==> src/rtl/colour_channel_select_if.sv <==
// Bundle between the pattern generators (master) and the channel selector (slave).
// The master drives enable, select and the packed channel words; the slave drives the selected word and status flags.
interface colour_channel_select_if #(
    parameter int WIDTH = 24,
    parameter int N_CH  = 4,
    parameter int SEL_W = 2
);
    logic                    sysOn;
    logic [SEL_W-1:0]        sel;
    logic [N_CH*WIDTH-1:0]   data_in;
    logic [WIDTH-1:0]        out;
    logic                    busy;
    logic                    sel_err;

    modport master (
        output sysOn, sel, data_in,
        input  out, busy, sel_err
    );

    modport slave (
        input  sysOn, sel, data_in,
        output out, busy, sel_err
    );
endinterface

==> src/rtl/colour_channel_select.sv <==
// Registered N-channel word selector with break-before-make switching.
// A channel change blanks the output for GAP cycles before the new channel is driven.
module colour_channel_select #(
    parameter int WIDTH = 24,
    parameter int N_CH  = 4,
    parameter int SEL_W = 2,
    parameter int GAP   = 5
) (
    input  logic                   clk,
    input  logic                   rst_n,
    colour_channel_select_if.slave bus
);
    localparam int CNT_W = $clog2(GAP) + 1;
    localparam logic [CNT_W-1:0] CNT_LOAD = CNT_W'(GAP - 1);

    typedef enum logic [1:0] {
        ST_OFF,
        ST_STEADY,
        ST_BLANK
    } state_e;

    state_e             state_q;
    logic [SEL_W-1:0]   active_q;
    logic [SEL_W-1:0]   target_q;
    logic [CNT_W-1:0]   cnt_q;
    logic [WIDTH-1:0]   out_q;
    logic               busy_q;
    logic               sel_err_q;

    logic               sel_valid;
    logic [WIDTH-1:0]   sel_word;
    logic [WIDTH-1:0]   active_word;
    logic [WIDTH-1:0]   target_word;

    // Loop-based lookup so an out-of-range index (N_CH < 2**SEL_W) yields zero instead of indexing past the bus.
    function automatic logic [WIDTH-1:0] pick_word(input logic [SEL_W-1:0]      idx,
                                                   input logic [N_CH*WIDTH-1:0] words);
        logic [WIDTH-1:0] w;
        w = '0;
        for (int i = 0; i < N_CH; i++) begin
            if (idx == SEL_W'(i)) w = words[i*WIDTH +: WIDTH];
        end
        return w;
    endfunction

    // NOTE: every always_comb output gets a value on every path, so no latch is inferred.
    always_comb begin
        sel_valid   = (int'(bus.sel) < N_CH);
        sel_word    = pick_word(bus.sel,  bus.data_in);
        active_word = pick_word(active_q, bus.data_in);
        target_word = pick_word(target_q, bus.data_in);
    end

    // NOTE: sequential state uses non-blocking assignments only, so every register sees pre-edge values.
    always_ff @(posedge clk or negedge rst_n) begin
        if (!rst_n) begin
            state_q   <= ST_OFF;
            active_q  <= '0;
            target_q  <= '0;
            cnt_q     <= '0;
            out_q     <= '0;
            busy_q    <= 1'b0;
            sel_err_q <= 1'b0;
        end else begin
            sel_err_q <= !sel_valid;

            if (!bus.sysOn) begin
                // Switching off abandons any pending change; the next power-up starts clean.
                state_q  <= ST_OFF;
                out_q    <= '0;
                busy_q   <= 1'b0;
                cnt_q    <= '0;
                target_q <= '0;
            end else begin
                case (state_q)
                    ST_OFF: begin
                        if (sel_valid) begin
                            active_q <= bus.sel;
                            out_q    <= sel_word;
                            state_q  <= ST_STEADY;
                        end else begin
                            out_q <= '0;
                        end
                    end

                    ST_STEADY: begin
                        if (sel_valid && (bus.sel != active_q)) begin
                            target_q <= bus.sel;
                            cnt_q    <= CNT_LOAD;
                            out_q    <= '0;
                            busy_q   <= 1'b1;
                            state_q  <= ST_BLANK;
                        end else begin
                            out_q <= active_word;
                        end
                    end

                    ST_BLANK: begin
                        // A new valid request restarts the full gap, even a return to the old channel.
                        if (sel_valid && (bus.sel != target_q)) begin
                            target_q <= bus.sel;
                            cnt_q    <= CNT_LOAD;
                            out_q    <= '0;
                        end else if (cnt_q == '0) begin
                            active_q <= target_q;
                            out_q    <= target_word;
                            busy_q   <= 1'b0;
                            state_q  <= ST_STEADY;
                        end else begin
                            cnt_q <= cnt_q - 1'b1;
                            out_q <= '0;
                        end
                    end

                    default: begin
                        state_q <= ST_OFF;
                        out_q   <= '0;
                        busy_q  <= 1'b0;
                    end
                endcase
            end
        end
    end

    assign bus.out     = out_q;
    assign bus.busy    = busy_q;
    assign bus.sel_err = sel_err_q;
endmodule

==> src/flat_wrapper.sv <==
// flat-port wrapper written by rule: the top's interface ports become plain ports
module colour_channel_select_flat 
#(
    parameter int WIDTH = 24,
    parameter int N_CH  = 4,
    parameter int SEL_W = 2,
    parameter int GAP   = 5
)
  (clk, rst_n, bus_sysOn, bus_sel, bus_data_in, bus_out, bus_busy, bus_sel_err);
  colour_channel_select_if #(.WIDTH(WIDTH), .N_CH(N_CH), .SEL_W(SEL_W)) bus_i ();
  input  logic clk;
  input  logic rst_n;
  input wire logic [$bits(bus_i.sysOn)-1:0] bus_sysOn;
  input wire logic [$bits(bus_i.sel)-1:0] bus_sel;
  input wire logic [$bits(bus_i.data_in)-1:0] bus_data_in;
  output wire logic [$bits(bus_i.out)-1:0] bus_out;
  output wire logic [$bits(bus_i.busy)-1:0] bus_busy;
  output wire logic [$bits(bus_i.sel_err)-1:0] bus_sel_err;
  assign bus_i.sysOn = bus_sysOn;
  assign bus_i.sel = bus_sel;
  assign bus_i.data_in = bus_data_in;
  assign bus_out = bus_i.out;
  assign bus_busy = bus_i.busy;
  assign bus_sel_err = bus_i.sel_err;
  colour_channel_select #(.WIDTH(WIDTH), .N_CH(N_CH), .SEL_W(SEL_W), .GAP(GAP)) u_core (.clk(clk), .rst_n(rst_n), .bus(bus_i));
endmodule
==> config.mk <==
export PLATFORM = sky130hd
export DESIGN_NAME = colour_channel_select_flat
export DESIGN_NICKNAME = d
export VERILOG_FILES = /design/src/rtl/colour_channel_select_if.sv /design/src/rtl/colour_channel_select.sv /design/src/flat_wrapper.sv
export SDC_FILE = /design/constraint.sdc
export NUM_CORES = 1
export LEC_CHECK = 0
export BUFFER_PORTS_ARGS = -buffer_cell sky130_fd_sc_hd__buf_4
export CAP_MARGIN = 0
export CORE_ASPECT_RATIO = 1.1
export CORE_MARGIN = 2
export CORE_UTILIZATION = 28
export DETAILED_ROUTE_END_ITERATION = 12
export PLACE_DENSITY_LB_ADDON = 0.15
export SLEW_MARGIN = 30
export SYNTH_ARGS = -nofsm -noshare
export SYNTH_HDL_FRONTEND = slang
export SYNTH_SLANG_ARGS = --single-unit
export TNS_END_PERCENT = 30
==> constraint.sdc <==
create_clock -name clk -period 2.3 [get_ports clk]
set_clock_uncertainty 0.05 [all_clocks]
set_input_delay 0.345 -clock clk [delete_from_list [all_inputs] [get_ports clk]]
set_output_delay 0.345 -clock clk [all_outputs]
set_load 0.01 [all_outputs]
==> flow_metrics.tcl, run 1 <==
set metrics [dict create \
    outcome "finished, violations left" \
    failed_checks "hold timing" \
    cp-end-kind "flip-flop" \
    synth_top_area_share 0.476 \
    die_w_um 109 \
    initial_core_util 0.285 \
    synth_area_leader_cell "mux4_2" \
    drive_gt1_frac 0.596 \
    num-fill-cells 1165 \
    drc 0 \
    grt_pass1_vias 3264 \
    cts_tree "built" \
    async_reset_ff_frac 1.00 \
    timing.hold.ws_ns -0.0163 \
    tightest_slew_ns 0.528 \
    hpwl_mm 7.92 \
    cp_data_arrival_time_ns 2.30 \
    setup-tns-final_ns 0 \
    mostFrequentLayoutCells "buf_4 (141), mux4_2 (72), nand2_1 (34), dfrtp_1 (33), a21oi_1 (27)" \
    fmax_ghz 0.456 \
    p_leak_nw 1.93 \
    setup_viol 0 \
    ant_nets 0 \
    grt_first_pass_wirelength_mm 17.0 \
    netlist_instances 266 \
    yosysWarnings 0 \
    area_growth_pct 39.8 \
    routed_wl_mm 10.8 \
    io_buffers 125 \
    wire_per_inst_um 19.9 \
    clk_latency_ns 0.28 \
    placed_cell_area_mm2 0.00461 \
    io_pins 127 \
    postSynthAreaPerCell_um2 12.8 \
    clk_path_buf_depth 2 \
    r2r_start "u_core.cnt_q[0]" \
    maxSlewViolCount 0 \
    clock-sinks 35 \
    yosys-top-cells-area "mux4_2 (48%), dfrtp_1 (26%), a22oi_1 (5.3%), a21oi_1 (4.0%), nand2_1 (3.8%)" \
    min_period_over_period 0.953 \
    num_rows 42 \
    antenna_found_initial 0 \
    crit_chain "inv_2 -> ha_1 -> or3b_4 -> or3_4 -> a211o_1 -> mux2_4" \
    synthFlopType "dfrtp_1" \
    max-slew-margin-rel 0.648 \
    ys_seq_elements 35 \
    power.density_mw_per_mm2 854 \
    cp_slowest_cell "dfrtp_1" \
    cts-root-buf "clkbuf_16" \
    start_kind "flip-flop" \
    vias 3021 \
    cpPeakStageDelay_ns 0.41 \
    cp_max_fo 4 \
    drt-pass1-iter-count 4 \
    syn_nets 369 \
    final_common_cell "buf_4" \
    synthesis.area_mm2 0.00340 \
    stdcell_area_mm2 0.00476 \
    drtIter0Drc 126 \
    gp_congestion 0.777 \
    yosysSeqAreaShare 0.257 \
    rsz0062_at_grt "false" \
    grtUsageTotal 0.172 \
    core_area_mm2 0.0119 \
    min_path_type "input port to asynchronous set/reset pin" \
    htreeDepth 2 \
    die-area_mm2 0.0131 \
    vdd_ir_drop_max_mv 0.350 \
    cts.clk_slew.worst_paths_ns 0.06 \
    synth.distinct_cells 36 \
    synth_edf_count 0 \
    maxCapViolCount 0 \
    avgViaCountPerCell 5.54 \
    die-height_um 120 \
    period_needed_ns 2.19 \
    critPathKind "flip-flop to flip-flop" \
    grt_max_degree 36 \
    n_antenna_cell 0 \
    cts_buffers 5 \
    final_nets 493 \
    startpoint "u_core.cnt_q[0]" \
    cp.required_ns 2.41 \
    hold_viol 9 \
    grt_overflow 0 \
]
## through the flow
stage	util	hold slack, ns	power, W	setup WS, ns	cells
after floorplan	-	-0.000591	0.00255	0.101	266
after global placement	0.386	0.306	0.00343	0.0759	536
after detailed placement	0.386	0.315	0.00345	0.0471	536
after CTS	0.398	0.0142	0.00413	0.0357	544
after global routing	0.399	0.0236	0.00435	0.0141	545
final	0.399	-0.0163	0.00407	0.109	545
## worst max-delay path: cells and delay by family, from the launching register on
kind,cells,cell delay [ns]
AO/OA/AOI/OAI,1,0.33
adder cells (fa/ha/maj),1,0.13
buffers and inverters,1,0.08
flip-flops,1,0.41
multiplexers,1,0.31
AND/OR/NAND/NOR,2,0.76
## registers in the layout, indices dropped and copies added (netlist names)
name,cells
u_core.bus.out,24
u_core.cnt_q,4
u_core.target_q,2
u_core.bus.busy,1
u_core.state_q,2
u_core.active_q,2
## layer usage
layer,GRT usage,share of wire,vias to the layer above
met2,0.300,0.51,98
li1,-,-,1354
met1,0.218,0.42,1564
met5,0,0,-
met4,0.0409,0.0083,0
met3,0.0326,0.062,5
## layout make-up
cell class                      count  area (µm²)  share of cell area
Sequential cell                    35         878               0.185
Timing Repair Buffer              144        1120               0.235
Clock inverter                      1        5.00             0.00105
Inverter                            3        11.3             0.00237
Multi-Input combinational cell    201        2420               0.509
Tap cell                          154         193              0.0405
Clock buffer                        7         133              0.0279
## logic make-up (layout without fill, tap and decap cells)
| family | count (synthesis) | after routing | synth area share |
|---|---|---|---|
| muxes | 74 | 74 | 0.485 |
| and+or+nand+nor | 56 | 56 | 0.0776 |
| xor gates and xnor gates | 4 | 4 | 0.0103 |
| AOI/OAI and AO/OA | 64 | 64 | 0.123 |
| other | 1 | 1 | 0.00110 |
| DFF | 35 | 35 | 0.257 |
| adders and majority gates | 2 | 2 | 0.00735 |
| buffers and inverters | 30 | 155 | 0.0379 |
## synth_stat cells, types with 2 or more instances
cell type   n
buf_1       2
dfrtp_1    35
nand2b_1    2
a22oi_1    24
nor4_1      4
clkbuf_1   14
inv_1       2
o21bai_1    3
nor3_1      3
o31a_1      2
ha_1        2
nor2_1      3
buf_2      10
a21oi_1    27
nand3_1     3
xor2_1      4
mux2_4      2
mux4_2     72
o21ai_0     2
nand2_1    34
## where the power goes
group / leakage, nW / internal, W / total (W) / switching, W
combinational: 1.41 / 0.00136 / 0.00244 / 0.00109
sequential: 0.461 / 0.000787 / 0.000962 / 0.000175
clock: 0.0679 / 0.000401 / 0.000661 / 0.000261
total: 1.93 / 0.00254 / 0.00407 / 0.00152
## path summary, 6_finish.rpt
path | end | slack [ns] | cells past startpoint
setup / recovery | u_core.active_q[0] | 0.11 | 6
hold / removal | u_core.bus.out[0] | -0.02 | 1
setup reg to reg | u_core.active_q[0] | 0.11 | 6
hold reg to reg | u_core.cnt_q[1] | 0.51 | 1
max in group asynchronous | u_core.active_q[0] | 1.82 | 1
min in group clk | u_core.state_q[0] | 0.28 | 3
## repair_timing
item / in CTS / in global routing
gates resized for setup: 0 / 2
hold buffers: 0 / 0
buffers inserted: 0 / 1
endpoints found under the setup margin: 0 / 2
(Power assumes the default switching activity.)
==> run 2, diff against run 1 <==
--- a/config.mk
+++ b/config.mk
@@ -5,13 +5,14 @@
 export SDC_FILE = /design/constraint.sdc
 export NUM_CORES = 1
 export LEC_CHECK = 0
-export BUFFER_PORTS_ARGS = -buffer_cell sky130_fd_sc_hd__buf_4
 export CAP_MARGIN = 0
 export CORE_ASPECT_RATIO = 1.1
 export CORE_MARGIN = 2
 export CORE_UTILIZATION = 28
 export DETAILED_ROUTE_END_ITERATION = 12
-export PLACE_DENSITY_LB_ADDON = 0.15
+export DONT_BUFFER_PORTS = 1
+export GPL_ROUTABILITY_DRIVEN = 0
+export PLACE_DENSITY = 0.5
 export SLEW_MARGIN = 30
 export SYNTH_ARGS = -nofsm -noshare
 export SYNTH_HDL_FRONTEND = slang
==> flow_metrics.tcl, run 2 (synthesized netlist as in run 1, its figures left out) <==
set metrics [dict create \
    wire_per_inst_um 24.5 \
    min_period_over_period 0.960 \
    vias 2597 \
    start_kind "flip-flop" \
    maxSlewViolCount 0 \
    critPathKind "flip-flop to flip-flop" \
    crit_chain "inv_1 -> ha_1 -> or3b_4 -> or3_1 -> a211o_1 -> mux2_4" \
    cp-end-kind "flip-flop" \
    cp.required_ns 2.42 \
    grtUsageTotal 0.159 \
    setup_viol 0 \
    outcome "complete, no violations" \
    num_rows 42 \
    mostFrequentLayoutCells "mux4_2 (72), nand2_1 (34), dfrtp_1 (33), a21oi_1 (27), a22oi_1 (24)" \
    initial_core_util 0.285 \
    timing.hold.ws_ns 0.134 \
    final_common_cell "mux4_2" \
    grt_first_pass_wirelength_mm 15.5 \
    max-slew-margin-rel 0.645 \
    final_nets 367 \
    ant_nets 0 \
    num-fill-cells 1163 \
    drive_gt1_frac 0.404 \
    cpPeakStageDelay_ns 0.41 \
    maxCapViolCount 0 \
    worst-path-buf-inv 1 \
    n_antenna_cell 0 \
    cp_max_fo 4 \
    cts_tree "built" \
    seqCellArea_um2 878 \
    multi_input_area_mm2 0.00241 \
    p_leak_nw 1.33 \
    setup-tns-final_ns 0 \
    clk_path_buf_depth 2 \
    drc 0 \
    path_delay_family "simple AND/OR/NAND/NOR gates" \
    cts.clk_slew.worst_paths_ns 0.06 \
    grt_pass1_vias 2745 \
    hpwl_mm 6.91 \
    io_buffers 0 \
    largest_reg_flops 24 \
    drt-pass1-iter-count 4 \
    area_growth_pct 13.2 \
    avgViaCountPerCell 6.20 \
    die-area_mm2 0.0131 \
    min_path_type "input port to flip-flop" \
    cp_slowest_cell "dfrtp_1" \
    io_pins 127 \
    grt_overflow 0 \
    htreeDepth 2 \
    core_area_mm2 0.0119 \
    cp_data_arrival_time_ns 2.32 \
    clock-sinks 35 \
    hold_viol 0 \
    power.density_mw_per_mm2 990 \
    period_needed_ns 2.21 \
    antenna_found_initial 0 \
    drtIter0Drc 211 \
    die_w_um 109 \
    tightest_slew_ns 0.532 \
    clk_latency_ns 0.28 \
    vdd_ir_drop_max_mv 0.329 \
    die-height_um 120 \
    rsz0062_at_grt "false" \
    grt_max_degree 36 \
    cts_buffers 5 \
    fmax_ghz 0.453 \
    cts-root-buf "clkbuf_16" \
    routed_wl_mm 10.3 \
]
[run 2: changes by cell type in the layout (fill, tap and decap cells not counted)]
| cell | change |
|---|---|
| clkbuf_16 | +1 |
| clkbuf_1 | -2 |
| buf_12 | -1 |
| dlygate4sd3_1 | +1 |
| or3_4 | -1 |
| bufinv_16 | +1 |
| clkbuf_8 | +1 |
| buf_4 | -127 |
| or3_1 | +1 |
[run 2: area by class of cell]
class,instances,area share
Clock buffer,6,0.0361
Clock inverter,2,0.00910
Inverter,3,0.00292
Multi-Input combinational cell,201,0.627
Sequential cell,35,0.228
Tap cell,154,0.0500
Timing Repair Buffer,18,0.0468
[run 2: final timing paths]
kind / startpoint / endpoint / slack, ns / depth (start not counted)
worst max-delay path: u_core.cnt_q[1] / u_core.active_q[0] / 0.09 / 6
worst min-delay path: bus_sysOn / u_core.state_q[0] / 0.13 / 2
worst max register to register: u_core.cnt_q[1] / u_core.active_q[0] / 0.09 / 6
worst min register to register: u_core.cnt_q[0] / u_core.cnt_q[0] / 0.47 / 1
max in group asynchronous: rst_n / u_core.target_q[0] / 1.51 / 2
min in group asynchronous: rst_n / u_core.bus.out[4] / 0.47 / 2
[run 2: stage by stage]
step	util	power [W]	worst slack [ns]	cell area (µm²)	cells
2_1_floorplan	-	0.00255	0.101	3400	266
3_3_place_gp	0.302	0.00298	0.0848	3600	405
3_5_place_dp	0.302	0.00299	0.0450	3600	405
4_1_cts	0.319	0.00384	0.0454	3800	415
5_1_grt	0.323	0.00406	0.0148	3850	419
6_report	0.323	0.00381	0.0925	3850	419
[run 2: power breakdown]
part | switching, W | leakage, nW | internal [W]
combinational | 0.000913 | 0.785 | 0.00106
sequential | 0.000239 | 0.461 | 0.000789
clock | 0.000276 | 0.0868 | 0.000540
[run 2: what timing repair did]
| action | in CTS | in global routing |
|---|---|---|
| endpoints found under the hold margin | 35 | 0 |
| buffers inserted | 0 | 3 |
| hold buffers | 2 | 0 |
| endpoints found under the setup margin | 0 | 4 |
| gates resized for setup | 0 | 1 |
[run 2: metal layers]
layer	GRT usage	vias to the layer above	part of all wire
li1	-	1100	-
met1	0.191	1369	0.37
met5	0	-	0
met3	0.0511	10	0.11
met4	0.0353	0	0.0085
met2	0.273	118	0.51
==> run 3, diff against run 2 <==
--- a/config.mk
+++ b/config.mk
@@ -12,7 +12,6 @@
 export DETAILED_ROUTE_END_ITERATION = 12
 export DONT_BUFFER_PORTS = 1
 export GPL_ROUTABILITY_DRIVEN = 0
-export PLACE_DENSITY = 0.5
 export SLEW_MARGIN = 30
 export SYNTH_ARGS = -nofsm -noshare
 export SYNTH_HDL_FRONTEND = slang
==> flow_metrics.tcl, run 3 (synthesized netlist as in run 1, its figures left out) <==
set metrics [dict create \
    area_growth_pct 12.4 \
    clk_path_buf_depth 2 \
    cts-root-buf "clkbuf_16" \
    hold_viol 0 \
    grtUsageTotal 0.158 \
    avgViaCountPerCell 6.01 \
    power.density_mw_per_mm2 979 \
    die-height_um 120 \
    wire_per_inst_um 24.1 \
    mostFrequentLayoutCells "mux4_2 (72), nand2_1 (34), dfrtp_1 (33), a21oi_1 (27), a22oi_1 (24)" \
    cp-end-kind "flip-flop" \
    rrSetupSlack_ns 0.07 \
    place_inst 407 \
    cts_tree "built" \
    timing.hold.ws_ns 0.139 \
    cp_data_arrival_time_ns 2.35 \
    endpoint "u_core.active_q[0]" \
    initial_core_util 0.285 \
    cts.clk_slew.worst_paths_ns 0.06 \
    placed_cell_area_mm2 0.00361 \
    r2r_start "u_core.cnt_q[1]" \
    cp.required_ns 2.42 \
    n_antenna_cell 0 \
    cts_buffers 5 \
    dp_slack_ns 0.00913 \
    fmax_ghz 0.449 \
    io_buffers 0 \
    p_leak_nw 1.32 \
    stdcell_area_mm2 0.00382 \
    max-slew-margin-rel 0.643 \
    rsz0062_at_grt "false" \
    num_rows 42 \
    drt-pass1-iter-count 4 \
    fin_ws_ns 0.0710 \
    r2r-end "u_core.active_q[0]" \
    reg2reg_depth 6 \
    antenna_found_initial 0 \
    final_nets 368 \
    grt_overflow 0 \
    final_common_cell "mux4_2" \
    maxSlewViolCount 0 \
    vdd_ir_drop_max_mv 0.457 \
    maxCapViolCount 0 \
    grt_first_pass_wirelength_mm 15.5 \
    fin_cells 420 \
    clk_latency_ns 0.28 \
    die_w_um 109 \
    drc 0 \
    ant_nets 0 \
    setup-tns-final_ns 0 \
    outcome "complete, no violations" \
    tightest_slew_ns 0.536 \
    io_pins 127 \
    drive_gt1_frac 0.402 \
    die-area_mm2 0.0131 \
    startpoint "u_core.cnt_q[1]" \
    htreeDepth 2 \
    setup_viol 0 \
    min_period_over_period 0.969 \
    period_needed_ns 2.23 \
    largest_reg_flops 24 \
    grt_max_degree 36 \
    hpwl_mm 7.19 \
    clock-sinks 35 \
    routed_wl_mm 10.1 \
    start_kind "flip-flop" \
    core_area_mm2 0.0119 \
    vias 2525 \
    cp_max_fo 4 \
    critPathKind "flip-flop to flip-flop" \
    grt_pass1_vias 2792 \
    drtIter0Drc 164 \
    min_path_type "input port to flip-flop" \
]
run 3: routing by layer:
layer  up-vias  share of wire  GRT usage  routed length (µm)
met4         0          0.012     0.0361                 126
li1       1105              -          -                   -
met3        15           0.11     0.0619                1130
met2       127           0.54      0.285                5410
met5         -              0          0                   0
met1      1278           0.34      0.171                3450
run 3: worst min-delay path by stage:
stage,startpoint,to,slack (ns),cells after the start
final,bus_sysOn,u_core.state_q[0],0.14,2
after CTS,bus_sysOn,u_core.state_q[0],0.14,2
after global routing,bus_sysOn,u_core.state_q[0],0.14,2
after floorplan,rst_n,u_core.active_q[0],-0.0006,0
after detailed placement,rst_n,u_core.bus.out[10],0.0004,0
after global placement,rst_n,u_core.bus.out[10],0.0007,0
run 3: worst max-delay path: stages, from the launching register on:
cell and delay [ns]:
dfrtp_1 0.40, inv_1 0.10, ha_1 0.15, or3b_4 0.37, or3_1 0.41, a211o_1 0.33, mux2_4 0.31
run 3: repair_timing:
item                                    in CTS  in global routing
buffers inserted                             0                  3
endpoints found under the setup margin       0                 12
hold buffers                                 2                  0
resized for setup                            0                  1
endpoints found under the hold margin       35                  0
run 3: power breakdown:
group	internal (W)	switching, W
Sequential	0.000789	0.000233
Clock	0.000462	0.000273
Combinational	0.00107	0.000920
Total	0.00232	0.00143
run 3: per-stage QoR:
step	utilization	total power [W]
2_1_floorplan	-	0.00255
3_3_place_gp	0.303	0.00299
3_5_place_dp	0.303	0.00301
4_1_cts	0.319	0.00378
5_1_grt	0.321	0.00399
6_report	0.321	0.00374
run 3: cell type report:
| class | count | area (µm²) |
|---|---|---|
| flip-flops and latches | 35 | 878 |
| inverters | 3 | 11.3 |
| multi-input cells | 201 | 2410 |
| clock buffers | 8 | 156 |
| fillers | 1178 | 8110 |
| well taps | 154 | 193 |
| repair buffers | 19 | 170 |
